`src/rtl/fifo_sched_pkg.sv`:
```
// Shared types and default sizing for the FIFO burst reader.
package fifo_sched_pkg;

    typedef enum logic [1:0] {
        ST_IDLE = 2'd0,
        ST_FILL = 2'd1,
        ST_EMIT = 2'd2
    } state_e;

    localparam int DEF_DSIZE   = 11;
    localparam int DEF_BURST   = 4;
    localparam int DEF_TIMEOUT = 64;

endpackage

```
`src/rtl/burst_timeout_ctr.sv`:
```
// Idle-cycle counter that flags when a partial burst has waited TIMEOUT cycles.
module burst_timeout_ctr #(
    parameter int TIMEOUT = 64
) (
    input  logic i_clk,
    input  logic i_rst_n,
    input  logic i_clr,
    input  logic i_count,
    output logic o_hit
);

    localparam int CW = $clog2(TIMEOUT + 1);

    logic [CW-1:0] r_count;
    logic          w_last;

    assign w_last = (r_count == CW'(TIMEOUT - 1));
    assign o_hit  = i_count & ~i_clr & w_last;

    always_ff @(posedge i_clk or negedge i_rst_n) begin
        if (!i_rst_n)
            r_count <= '0;
        else if (i_clr)
            r_count <= '0;
        else if (i_count)
            r_count <= w_last ? '0 : r_count + CW'(1);
    end

endmodule

```
`src/rtl/fifo_burst_reader.sv`:
```
// Gathers BURST words from a FIFO read port (1-cycle read latency) into a packed burst.
// Define FIFO_BURST_TIMEOUT_EN to flush partial bursts after TIMEOUT idle cycles.
module fifo_burst_reader
    import fifo_sched_pkg::*;
#(
    parameter int DSIZE   = DEF_DSIZE,
    parameter int BURST   = DEF_BURST,
    parameter int TIMEOUT = DEF_TIMEOUT
) (
    input  logic                         rclk,
    input  logic                         rrst_n,
    input  logic                         enable,
    input  logic                         rempty,
    output logic                         rreq,
    input  logic [DSIZE-1:0]             rdata,
    output logic [BURST*DSIZE-1:0]       burst_data,
    output logic [$clog2(BURST+1)-1:0]   burst_cnt,
    output logic                         burst_valid,
    input  logic                         burst_ready,
    output logic [15:0]                  words_read,
    output logic                         busy
);

    localparam int CW = $clog2(BURST + 1);

    if (BURST < 2 || TIMEOUT < 2) begin : g_param_chk
        $error("fifo_burst_reader: BURST and TIMEOUT must be >= 2");
    end

    state_e          r_state;
    state_e          w_next;
    logic [CW-1:0]   r_cnt;
    logic            r_pending;
    logic [15:0]     r_words;

    logic            w_capture;
    logic            w_handshake;
    logic            w_full;
    logic            w_room;
    logic            w_flush;
    logic [CW:0]     w_inflight;

    assign w_capture   = r_pending;
    assign w_handshake = (r_state == ST_EMIT) & burst_ready;
    assign w_full      = (r_cnt == CW'(BURST));
    // Words already captured plus the one in flight must leave space for another.
    assign w_inflight  = {1'b0, r_cnt} + {{CW{1'b0}}, r_pending};
    assign w_room      = (w_inflight < (CW+1)'(BURST));

`ifdef FIFO_BURST_TIMEOUT_EN
    logic w_tmo_clr;
    logic w_tmo_count;

    assign w_tmo_clr   = w_capture | (r_state != ST_FILL);
    assign w_tmo_count = (r_state == ST_FILL) & (r_cnt != '0) & ~r_pending;

    burst_timeout_ctr #(
        .TIMEOUT (TIMEOUT)
    ) u_timeout (
        .i_clk   (rclk),
        .i_rst_n (rrst_n),
        .i_clr   (w_tmo_clr),
        .i_count (w_tmo_count),
        .o_hit   (w_flush)
    );
`else
    assign w_flush = 1'b0;
`endif

    always_ff @(posedge rclk or negedge rrst_n) begin
        if (!rrst_n)
            r_state <= ST_IDLE;
        else
            r_state <= w_next;
    end

    always_comb begin
        w_next = r_state;
        case (r_state)
            ST_IDLE: if (enable) w_next = ST_FILL;
            ST_FILL: begin
                if (w_full || w_flush)
                    w_next = ST_EMIT;
                else if (!enable && r_cnt == '0 && !r_pending)
                    w_next = ST_IDLE;
            end
            ST_EMIT: if (w_handshake) w_next = enable ? ST_FILL : ST_IDLE;
            default: w_next = ST_IDLE;
        endcase
    end

    // The flush cycle blocks new reads so EMIT is never entered with a read in flight.
    always_comb begin
        rreq        = (r_state == ST_FILL) & enable & ~rempty & w_room & ~w_flush;
        burst_valid = (r_state == ST_EMIT);
        busy        = (r_state != ST_IDLE) | r_pending;
    end

    always_ff @(posedge rclk or negedge rrst_n) begin
        if (!rrst_n) begin
            r_pending <= 1'b0;
            r_cnt     <= '0;
            r_words   <= '0;
        end else begin
            r_pending <= rreq;
            if (w_capture) begin
                r_cnt   <= r_cnt + CW'(1);
                r_words <= r_words + 16'd1;
            end else if (w_handshake) begin
                r_cnt   <= '0;
            end
        end
    end

    for (genvar l = 0; l < BURST; l++) begin : g_lane
        logic [DSIZE-1:0] r_lane;

        always_ff @(posedge rclk or negedge rrst_n) begin
            if (!rrst_n)
                r_lane <= '0;
            else if (w_handshake)
                r_lane <= '0;
            else if (w_capture && r_cnt == CW'(l))
                r_lane <= rdata;
        end

        assign burst_data[l*DSIZE +: DSIZE] = r_lane;
    end

    assign burst_cnt  = r_cnt;
    assign words_read = r_words;

endmodule

```
`config.mk`:
```
export PLATFORM = sky130hd
export DESIGN_NAME = fifo_burst_reader
export DESIGN_NICKNAME = d
export VERILOG_FILES = /design/src/rtl/fifo_sched_pkg.sv /design/src/rtl/burst_timeout_ctr.sv /design/src/rtl/fifo_burst_reader.sv
export SDC_FILE = /design/constraint.sdc
export NUM_CORES = 1
export LEC_CHECK = 0
export ABC_AREA = 1
export CORE_AREA = 2 2 102 104
export DETAILED_ROUTE_END_ITERATION = 6
export DIE_AREA = 0 0 104 106
export GPL_ROUTABILITY_DRIVEN = 1
export PLACE_DENSITY = 0.59
export SYNTH_ARGS = -nofsm -noshare
export SYNTH_HDL_FRONTEND = slang
export SYNTH_HIERARCHICAL = 1
export SYNTH_SLANG_ARGS = --single-unit
export TNS_END_PERCENT = 50
```
`constraint.sdc`:
```
create_clock -name rclk -period 1.7 [get_ports rclk]
set_input_delay 0.34 -clock rclk [delete_from_list [all_inputs] [get_ports rclk]]
set_output_delay 0.34 -clock rclk [all_outputs]
set_load 0.05 [all_outputs]
```
==> results.cfg, run 1 <==
[clock_network]
clk_path_buf_depth = 2
path_clk_slew_ns = 0.08
cts_tree = yes
clock_latency_ns = 0.33
clkSinkCount = 66
cts_inserted_buffers = 9
cts_root_buf = clkbuf_8
htreeDepth = 3

[sta]
fin_worst_skew_ns = 0.0110
fmax_mhz = 605
finalHoldViolCount = 0
drv_slew = 0
relSlewSlack_pct = 77.3
fin_crit_ns = 1.65
worstMarginPinSlew_ns = 0.340
setup_viol = 0
fin_crit_sh_pct = 97.3
fin_setup_tns_ns = 0
rsz0062_at_grt = yes

[hold_path]
worstHoldStart = enable
holdPathStages = 3
hold_path_end = r_state[0]
hold_path_class = in2reg

[run]
max_cap_viol_count = 0

[yosys]
yosysWarnings = 6
synth_enable_flop_cells = 0
yosysSeqAreaShare_pct = 56.7
ys_seq_elements = 66
synthCells = 310
synth_area_per_cell_um2 = 9.40
synth.cell_area_um2 = 2910
synthFlopType = dfrtp_1
syn-num-nets = 332
synth.distinct_cells = 28
async_flop_share_pct = 100

[layout]
fin_util_pct = 42.3
fin_cells = 552
syn2layout_area_growth_pct = 45.3
diodes = 0
drive_gt1_share_pct = 31.3
fin_nets = 433
fillers = 1005

[worst_setup_path]
r2r_end = g_lane[3].r_lane[6]
cp_data_required_time_ns = 1.36
r2r-start = burst_cnt[2]
worst_ep_arrival_time_ns = 1.31
critPathKind = reg2out
worst-r2r-setup-slack_ns = 0.08
start_kind = flip-flop
path_max_fanout = 3
rr_worst_depth = 8
worst_setup_path_end_kind = primary output

[power]
netSwitchingPower_mw = 4.00
p_seq_share_pct = 30.5
fin_total_pwr_mw = 8.29
p_leak_nw = 2.11
worst_ir_drop_vdd_mv = 0.774
p_comb_share_pct = 53.9
power_frac_clock_pct = 15.6
power_density_nw_per_um2 = 1960
p_int_mw = 4.30
swShare_pct = 48.2

[run_status]
outcome = finished, final reports clean

[place]
gp_congestion = 0.751
dp_hpwl_um = 5260
dp.cells = 528
port_buffers = 81

[die]
die_h_um = 106
die-area_um2 = 11000
initial_utilization_pct = 29.1
io-pin-count = 82
dieWidth_um = 104
num_rows = 37
core_um2 = 10000

[route]
wl_per_cell_um = 13.7
postRouteAntennaNets = 0
drt_first_pass_iters = 4
drtIter0Drc = 62
num_vias = 2494
drc_errors = 0
routed_wl_um = 7540
viasPerCell = 4.52

[global_routing]
grt_pass1_vias = 2437
grt.total_usage_pct = 13.9
grt_max_degree = 46
grt_pass1_wl_um = 12300
antenna_found_initial = 0
grt.overflow.total = 0
## worst max path at each step
stage / from / endpoint / slack (ns) / cells past startpoint
after global placement: enable / rreq / -0.10 / 6
final: r_state[0] / rreq / 0.05 / 5
after global routing: burst_cnt[2] / rreq / -0.06 / 4
after detailed placement: enable / rreq / -0.10 / 6
after CTS: burst_cnt[2] / rreq / -0.04 / 4
after floorplan: burst_cnt[0] / g_lane[0].r_lane[10] / -0.03 / 5
## what timing repair did
action,in CTS,in global routing
hold buffers,1,0
hold endpoints to repair,42,0
pin swaps,2,4
gates cloned,0,3
buffers inserted,2,2
endpoints found under the setup margin,1,13
gates resized for setup,2,12
## layer usage
layer	GRT usage [%]	part of all wire, %
met5	0	0
met4	5.12	1.4
met3	3.68	5.1
met2	21.4	47
met1	19.0	47
## worst max-delay path, stage by stage, from the launching register on
cell and delay, ns:
dfrtp_1 0.36, inv_2 0.06, nor2_4 0.13, nand2_2 0.08, a31oi_4 0.19, buf_12 0.16
## per-stage QoR
step | instance area, um2 | setup WS [ns] | hold slack, ns
5_1_grt | 4230 | -0.0565 | 0.391
3_3_place_gp | 3950 | -0.102 | 0.358
4_1_cts | 4170 | -0.0449 | 0.381
3_5_place_dp | 3950 | -0.104 | 0.363
6_report | 4230 | 0.0466 | 0.398
2_1_floorplan | 2930 | -0.0275 | 0.0444
## cells in the mapped netlist, types with 4 or more instances
master | count | area (um2)
xor2_1 | 7 | 61.3
nand3_1 | 43 | 215
inv_1 | 25 | 93.8
nor2_4 | 4 | 45.0
nand2_1 | 60 | 225
clkbuf_1 | 6 | 22.5
nand4_1 | 7 | 43.8
dfrtp_1 | 66 | 1650
nor2_1 | 11 | 41.3
o21ai_0 | 43 | 215
buf_2 | 8 | 40.0
ha_1 | 6 | 75.1
## sequential cells by signal, indices dropped and copies added (netlist names)
signal         flops
burst_cnt          3
g_lane.r_lane     44
r_state            2
r_pending          1
words_read        16
## area by class of cell
type                       count  area [um2]  area share, %
clock inverter                 7        70.1           1.65
multi-input combinational    203        1130           26.7
tap                          136         170           4.02
timing repair buffer         102         965           22.8
sequential                    66        1650           39.0
inverter                      26         101           2.39
clock buffer                   9         124           2.93
timing repair inverter         3        22.5          0.532
## placed cells by master, fill, tap and decap left out, drive strengths merged, types with 4 or more instances in the layout
master,n
clkinvlp,5
nor3,4
o21ai,46
clkbuf,9
ha,6
nand2,64
nand3,45
buf,87
xor2,7
inv,25
clkinv,5
dfrtp,66
nand4,7
nor2,18
clkdlybuf4s50,12
## power groups by stage
stage | sequential [mW] | combinational (mW) | clock, mW
global route | 2.60 | 4.73 | 1.41
CTS | 2.52 | 4.42 | 1.34
floorplan | 4.37 | 0.890 | 0
detailed placement | 2.56 | 4.37 | 0
global placement | 2.55 | 4.30 | 0
finish | 2.53 | 4.47 | 1.29
## cells by family (layout without fill, tap and decap cells)
family | count (synthesis) | after routing | share of synthesized area (%)
adders and majority gates | 6 | 6 | 2.58
buffers and inverters | 41 | 147 | 5.88
xor gates and xnor gates | 8 | 8 | 2.40
and+or+nand+nor | 139 | 139 | 23.7
DFF | 66 | 66 | 56.7
AOI/OAI and AO/OA | 50 | 50 | 8.80
Power figures use the tool's default switching activity.
==> run 2: changes to the inputs <==
--- a/config.mk
+++ b/config.mk
@@ -7,10 +7,11 @@
 export LEC_CHECK = 0
 export ABC_AREA = 1
 export CORE_AREA = 2 2 102 104
+export CTS_CLUSTER_DIAMETER = 120
 export DETAILED_ROUTE_END_ITERATION = 6
 export DIE_AREA = 0 0 104 106
 export GPL_ROUTABILITY_DRIVEN = 1
-export PLACE_DENSITY = 0.59
+export PLACE_DENSITY_LB_ADDON = 0.3
 export SYNTH_ARGS = -nofsm -noshare
 export SYNTH_HDL_FRONTEND = slang
 export SYNTH_HIERARCHICAL = 1
==> run 2 against run 1 <==
  * The flow now finishes with violations (setup timing)
  * Maximum frequency down 2.9%
  * Core utilization down 0.56 points
  * Via count down 3.2%
  * Largest cell class unchanged
  * Highest routed layer unchanged
==> results.cfg, run 2 (synthesis gave the netlist of run 1 again) <==
[run_status]
outcome = complete, but fails checks
violations = setup timing

[die]
die-area_um2 = 11000
num_rows = 37
dieWidth_um = 104
die_h_um = 106
core_um2 = 10000
initial_utilization_pct = 29.1
io-pin-count = 82

[sta]
relSlewSlack_pct = 75.9
rsz0062_at_grt = yes
whs_ns = 0.0130
finalHoldViolCount = 0
setup_ws_ns = -0.00291
drv_slew = 0
fin_crit_ns = 1.70
fin_worst_skew_ns = 0.00636
setup_viol = 1
worstMarginPinSlew_ns = 0.362
fin_crit_sh_pct = 100
fmax_mhz = 587

[global_routing]
grt.total_usage_pct = 13.7
antenna_found_initial = 0
grt_pass1_vias = 2304
grt_pass1_wl_um = 11900
grt.overflow.total = 0
grt_max_degree = 67

[layout]
largest_reg_flops = 44
syn2layout_area_growth_pct = 43.4
fin_util_pct = 41.8
drive_gt1_share_pct = 30.0
mostFrequentLayoutCell = buf_4
diodes = 0
mostFrequentLayoutCells = 67 x buf_4, 64 x dfrtp_1, 59 x nand2_1, 43 x nand3_1, 43 x o21ai_0
fin_cells = 542
regMostFlops = g_lane.r_lane
fin_nets = 423

[clock_network]
cts_inserted_buffers = 9
clkSinkCount = 66
htreeDepth = 3
post-cts-setup-buffer-count = 0
clk_path_buf_depth = 2
cts_root_buf = clkbuf_8
cts_tree = yes
clock_latency_ns = 0.34
path_clk_slew_ns = 0.07

[place]
gp_congestion = 0.738
dp.cells = 526
port_buffers = 81
dp_hpwl_um = 5220

[route]
num_vias = 2414
drtIter0Drc = 101
routed_wl_um = 7320
viasPerCell = 4.45
drt_first_pass_iters = 4
wl_per_cell_um = 13.5
drc_errors = 0
postRouteAntennaNets = 0

[worst_setup_path]
worst_ep_arrival_time_ns = 1.36
rr_worst_depth = 8
start_kind = flip-flop
cp_data_required_time_ns = 1.36
path_max_fanout = 3
critPathKind = reg2out
worst_setup_path_end_kind = primary output

[power]
worst_ir_drop_vdd_mv = 1.08
power_density_nw_per_um2 = 1990
fin_total_pwr_mw = 8.31
p_leak_nw = 2.09

[hold_path]
hold_path_class = in2async

[run]
max_cap_viol_count = 0
==> run 2: path summary, 6_finish.rpt <==
kind                                       endpoint  slack (ns)           startpoint
max in group asynchronous                 r_pending        1.39               rrst_n
worst min-delay path            g_lane[3].r_lane[0]        0.01               rrst_n
worst max-delay path                           rreq      -0.003           r_state[0]
worst max register to register       words_read[14]        0.22        words_read[1]
min in group rclk                        r_state[0]        0.30               enable
worst min register to register  g_lane[3].r_lane[0]        0.49  g_lane[3].r_lane[0]
==> run 2: worst max-delay path, cell delays in order (launching register included) <==
cell and delay [ns]:
dfrtp_1 0.42, inv_2 0.08, nor2_4 0.11, nand2_2 0.07, a31oi_4 0.18, buf_12 0.16
==> run 2: power by group <==
group / internal [mW] / switching [mW]
clock network: 0.838 / 0.651
registers: 2.13 / 0.488
logic: 1.38 / 2.83
total: 4.34 / 3.97
==> run 2: area by class of cell <==
| type | instances | area (um2) |
|---|---|---|
| clock buffer | 9 | 124 |
| multi-input combinational | 203 | 1120 |
| timing repair buffer | 95 | 911 |
| fill | 1006 | 5820 |
| clock inverter | 7 | 100 |
| tap | 136 | 170 |
| inverter | 26 | 97.6 |
| sequential | 66 | 1650 |
==> run 2: repair_timing <==
action                                  CTS  global route
gates cloned                              0             0
gates resized for setup                   2             8
endpoints found under the setup margin    2             3
pin swaps                                 0             2
hold buffers                              0             0
==> run 2: metrics by stage <==
step / cell area, um2 / TNS (ns) / worst slack [ns]
5_1_grt: 4180 / -0.103 / -0.103
6_report: 4180 / -0.00291 / -0.00291
3_3_place_gp: 3930 / -0.0921 / -0.0921
2_1_floorplan: 2930 / -0.275 / -0.0275
4_1_cts: 4160 / -0.110 / -0.110
3_5_place_dp: 3930 / -0.101 / -0.101
==> run 2: layer usage <==
layer  global-route usage, %  up-vias  wire length [um]
li1                        -     1204                 -
met1                    17.9     1131              3390
met2                    21.1       73              3350
met3                    5.89        6               528
met4                    3.47        0                57
met5                       0        -                 0
